--- src/rtl/fft_bitrev_reader.sv ---
// Result-buffer read side of the FFT: captures one bit-reversed frame, then
// streams it out in natural frequency order over a valid/ready handshake.
module fft_bitrev_reader #(
    parameter int LOG2N = 3,
    parameter int DW    = 16
) (
    input  logic             clk,
    input  logic             reset,
    input  logic             in_valid,
    output logic             in_ready,
    input  logic [DW-1:0]    in_re,
    input  logic [DW-1:0]    in_im,
    output logic             out_valid,
    input  logic             out_ready,
    output logic [DW-1:0]    out_re,
    output logic [DW-1:0]    out_im,
    output logic [LOG2N-1:0] out_idx,
    output logic             out_last,
    output logic             frame_done
);

    localparam int N = 1 << LOG2N;
    localparam logic [LOG2N-1:0] LAST_IDX = '1;

    typedef enum logic {
        FILL  = 1'b0,
        DRAIN = 1'b1
    } state_t;

    state_t              r_state;
    state_t              w_state_next;
    logic [LOG2N-1:0]    r_wr_cnt;
    logic [LOG2N-1:0]    w_wr_cnt_next;
    logic [LOG2N-1:0]    r_rd_cnt;
    logic [LOG2N-1:0]    w_rd_cnt_next;
    logic                r_frame_done;
    logic                w_wr_en;
    logic                w_last_xfer;
    logic [LOG2N-1:0]    w_rd_addr;
    logic [2*DW-1:0]     w_rd_word;
    logic [2*DW-1:0]     r_mem [N];

    // Read address is the read counter with its bits mirrored.
    generate
        for (genvar gi = 0; gi < LOG2N; gi++) begin : g_bitrev
            assign w_rd_addr[gi] = r_rd_cnt[LOG2N-1-gi];
        end
    endgenerate

    always_comb begin
        w_state_next  = r_state;
        w_wr_cnt_next = r_wr_cnt;
        w_rd_cnt_next = r_rd_cnt;
        w_wr_en       = 1'b0;
        w_last_xfer   = 1'b0;
        in_ready      = 1'b0;
        out_valid     = 1'b0;
        case (r_state)
            FILL: begin
                in_ready = 1'b1;
                if (in_valid) begin
                    w_wr_en       = 1'b1;
                    w_wr_cnt_next = r_wr_cnt + 1'b1;
                    if (r_wr_cnt == LAST_IDX) begin
                        w_state_next = DRAIN;
                    end
                end
            end
            DRAIN: begin
                out_valid = 1'b1;
                if (out_ready) begin
                    w_rd_cnt_next = r_rd_cnt + 1'b1;
                    if (r_rd_cnt == LAST_IDX) begin
                        w_state_next = FILL;
                        w_last_xfer  = 1'b1;
                    end
                end
            end
            default: begin
                w_state_next = FILL;
            end
        endcase
    end

    always_ff @(posedge clk) begin
        if (!reset) begin
            r_state      <= FILL;
            r_wr_cnt     <= '0;
            r_rd_cnt     <= '0;
            r_frame_done <= 1'b0;
        end else begin
            r_state      <= w_state_next;
            r_wr_cnt     <= w_wr_cnt_next;
            r_rd_cnt     <= w_rd_cnt_next;
            r_frame_done <= w_last_xfer;
        end
    end

    // Sample storage has no reset; contents are only meaningful once written.
    always_ff @(posedge clk) begin
        if (reset && w_wr_en) begin
            r_mem[r_wr_cnt] <= {in_re, in_im};
        end
    end

    assign w_rd_word  = r_mem[w_rd_addr];
    assign out_re     = w_rd_word[2*DW-1:DW];
    assign out_im     = w_rd_word[DW-1:0];
    assign out_idx    = r_rd_cnt;
    assign out_last   = (r_state == DRAIN) && (r_rd_cnt == LAST_IDX);
    assign frame_done = r_frame_done;

endmodule
--- config.mk ---
export PLATFORM = sky130hd
export DESIGN_NAME = fft_bitrev_reader
export DESIGN_NICKNAME = d
export VERILOG_FILES = /design/src/rtl/fft_bitrev_reader.sv
export SDC_FILE = /design/constraint.sdc
export NUM_CORES = 1
export LEC_CHECK = 0
export CORE_ASPECT_RATIO = 1.75
export CORE_MARGIN = 4
export CORE_UTILIZATION = 50
export CTS_CLUSTER_DIAMETER = 100
export DETAILED_ROUTE_END_ITERATION = 16
export DONT_BUFFER_PORTS = 1
export PLACE_DENSITY = 0.79
export SYNTH_ARGS = -nofsm -noshare
export SYNTH_HDL_FRONTEND = slang
export SYNTH_SLANG_ARGS = --single-unit
--- constraint.sdc ---
create_clock -name clk -period 4.2 [get_ports clk]
set_clock_uncertainty 0.15 [all_clocks]
set_input_delay 0.84 -clock clk [delete_from_list [all_inputs] [get_ports clk]]
set_output_delay 0.84 -clock clk [all_outputs]
set_load 0.02 [all_outputs]
==> flow_metrics.tcl <==
set metrics [dict create \
    hold_viol_final 0 \
    cpPeakStageDelay_ps 730 \
    viasPerCell 6.05 \
    cts_setup_buffers 0 \
    setup_viol 0 \
    nets 478 \
    core_sq_um 20200 \
    clkTransAtPathRegs_ps 70 \
    grt_pass1_vias 4615 \
    dieArea_sq_um 22900 \
    p_leak_nw 3.45 \
    rsz0062_at_grt "no" \
    drt-total-wl_microns 18200 \
    die_x_microns 116 \
    rrSetupSlack_ps 1430 \
    fillers 1479 \
    gr-usage-all-layers 0.163 \
    htreeDepth 1 \
    gp_congestion 0.739 \
    final_core_util 0.556 \
    cap_viol_max_count 0 \
    slowest_stage "dfxtp_4" \
    endpoint_kind "output pin" \
    antenna_found_initial 0 \
    netSwitchingPower_mw 0.941 \
    min_from "in_re[5]" \
    grt_pass1_wl_microns 27800 \
    clock.fmax_mhz 280 \
    drc_errors 0 \
    p_per_area_nw_per_um2 440 \
    crit_path_start_kind "register" \
    row_count 69 \
    p_clk_frac 0.380 \
    yosysWarnings 0 \
    r2r_start "r_state$_SDFF_PN0_" \
    io_buffers 0 \
    drive_above_1_share 0.236 \
    min_period_ps 3570 \
    p_int_mw 4.00 \
    synth_nets 462 \
    start_util 0.506 \
    maxSlewViolCount 0 \
    p_comb_frac 0.020 \
    swShare 0.190 \
    pwr-share-seq 0.600 \
    clk_latency_ps 490 \
    ioPinCount 75 \
    hold_end "r_mem[3][21]$_DFFE_PP_" \
    crit_arrival_ps 2580 \
    synth-seq-area-share 0.773 \
    syn2layout_area_growth_pct 9.75 \
    clock_tree.buffer_depth 3 \
    clock_sinks 267 \
    syn_avg_cell_area_sq_um 24.2 \
    tightest_slew_ps 1170 \
    required_ps 3210 \
    slew_headroom 0.217 \
    cts_buffers 23 \
    cts_resized 0 \
    fin_crit_sh 0.849 \
    netlist_instances 422 \
    cts_tree "done" \
    tns_ps 0 \
    r2r-end "r_mem[3][10]$_DFFE_PP_" \
    whs_path_depth 0 \
    vias 4240 \
    wl_per_cell_microns 25.9 \
    cts-hold-fix-buffers 0 \
    grt_max_degree 35 \
    die_y_microns 197 \
    root_buffer "clkbuf_16" \
    ir_drop_uv 336 \
    grt_overflow 0 \
    hp-class "in -> reg" \
    hpwl_microns 10700 \
    hold_ws_ps 289 \
    crit_type "reg -> out" \
    critPathMaxFanout 34 \
    synth-seq-cells 267 \
    status "complete, no violations" \
    drt_first_iter_violations 260 \
    synth_area_sq_um 10200 \
    cp_cell_sequence "buf_12, mux4_1, mux2_2" \
    firstDrtPassIters 4 \
    drtAntennaViolNets 0 \
    synth_cell_types 25 \
    antenna_cells 0 \
    ff2ff_path_depth 3 \
]
## critical path: cells and delay by family, from the launching register on
| family | cells | cell delay (ps) |
|---|---|---|
| buffers and inverters | 1 | 320 |
| flip-flops | 1 | 730 |
| multiplexers | 2 | 990 |
## cells in the mapped netlist, drive strengths merged
cell type | number | area [sq um]
mux4 | 64 | 1590
xor2 | 1 | 8.76
nand3b | 1 | 7.51
clkbuf | 2 | 7.51
edfxtp | 256 | 7690
inv | 2 | 7.51
nor3 | 2 | 10.0
nor2b | 1 | 6.26
nand3 | 3 | 15.0
mux2i | 2 | 20.0
xnor2 | 1 | 8.76
a21oi | 3 | 15.0
buf | 17 | 124
nand2 | 4 | 15.0
dfxtp | 11 | 220
a311oi | 1 | 8.76
and2 | 1 | 6.26
ha | 4 | 50.1
nand2b | 2 | 12.5
and3 | 1 | 6.26
mux2 | 32 | 360
nor2 | 11 | 41.3
## flip-flops by register name, indices dropped and copies added (netlist names), named ones only
register    flops
r_mem         256
out_idx         3
r_wr_cnt        3
frame_done      1
r_state         1
## layer usage
metal	part of all wire	GRT usage	vias to the layer above
met5	0	0	-
met4	0.019	0.0469	0
met3	0.062	0.0405	19
met2	0.56	0.294	108
met1	0.36	0.192	2266
li1	-	-	1847
## metrics by stage
step           worst slack [ps]  power, mW  instances  area, sq um
6_report                    634       4.94        701        11200
3_5_place_dp               1020       3.13        661        10600
4_1_cts                     557       4.99        701        11200
2_1_floorplan              29.8       3.10        422        10200
5_1_grt                     513       5.11        701        11200
3_3_place_gp               1100       3.12        661        10600
## area by class of cell
| class | instances | area, sq um | area share |
|---|---|---|---|
| multi-input combinational | 134 | 2240 | 0.199 |
| inverter | 2 | 7.51 | 0.000669 |
| clock inverter | 11 | 58.8 | 0.00524 |
| sequential | 267 | 7910 | 0.705 |
| tap | 248 | 310 | 0.0276 |
| clock buffer | 29 | 598 | 0.0533 |
| timing repair buffer | 10 | 100 | 0.00892 |
## placed cells by master (no fill, tap or decap)
| master | n |
|---|---|
| a21oi_1 | 3 |
| a311oi_1 | 1 |
| and2_1 | 1 |
| and3_1 | 1 |
| buf_12 | 2 |
| buf_4 | 8 |
| clkbuf_1 | 6 |
| clkbuf_16 | 23 |
| clkinv_1 | 4 |
| clkinv_2 | 4 |
| clkinvlp_4 | 2 |
| dfxtp_1 | 8 |
| dfxtp_2 | 2 |
| dfxtp_4 | 1 |
| edfxtp_1 | 256 |
| ha_1 | 4 |
| inv_1 | 2 |
| inv_6 | 1 |
| mux2_2 | 32 |
| mux2i_1 | 2 |
| mux4_1 | 40 |
| mux4_2 | 24 |
| nand2_1 | 4 |
| nand2b_1 | 2 |
| nand3_1 | 3 |
| nand3b_1 | 1 |
| nor2_1 | 5 |
| nor2_4 | 6 |
| nor2b_1 | 1 |
| nor3_2 | 2 |
| xnor2_1 | 1 |
| xor2_1 | 1 |
## cell families after synthesis
| kind of cell | after synthesis | share of synthesized area |
|---|---|---|
| AND/OR/NAND/NOR | 26 | 0.0117 |
| flip-flops | 267 | 0.773 |
| AO/OA/AOI/OAI | 4 | 0.00232 |
| multiplexers | 98 | 0.193 |
| buffers and inverters | 21 | 0.0136 |
| adder cells (fa/ha/maj) | 4 | 0.00489 |
| XOR/XNOR | 2 | 0.00171 |
## worst max-delay path by stage
stage                              to  slack [ps]  depth (start not counted)
2_1_floorplan   r_mem[1][0]$_DFFE_PP_          30                          4
3_3_place_gp    r_mem[3][4]$_DFFE_PP_        1100                          3
3_5_place_dp   r_mem[3][20]$_DFFE_PP_        1020                          3
4_1_cts                     out_re[1]         560                          3
5_1_grt                     out_re[1]         510                          3
6_report                    out_re[1]         630                          3
## power by group through the flow
stage / Clock (mW) / Combinational, mW / Sequential [mW]
6_report: 1.88 / 0.101 / 2.97
5_1_grt: 2.04 / 0.108 / 2.97
4_1_cts: 1.92 / 0.103 / 2.97
3_5_place_dp: 0 / 0.103 / 3.02
3_3_place_gp: 0 / 0.100 / 3.02
2_1_floorplan: 0 / 0.0734 / 3.02
No activity file was read; power rests on OpenSTA's default activity.
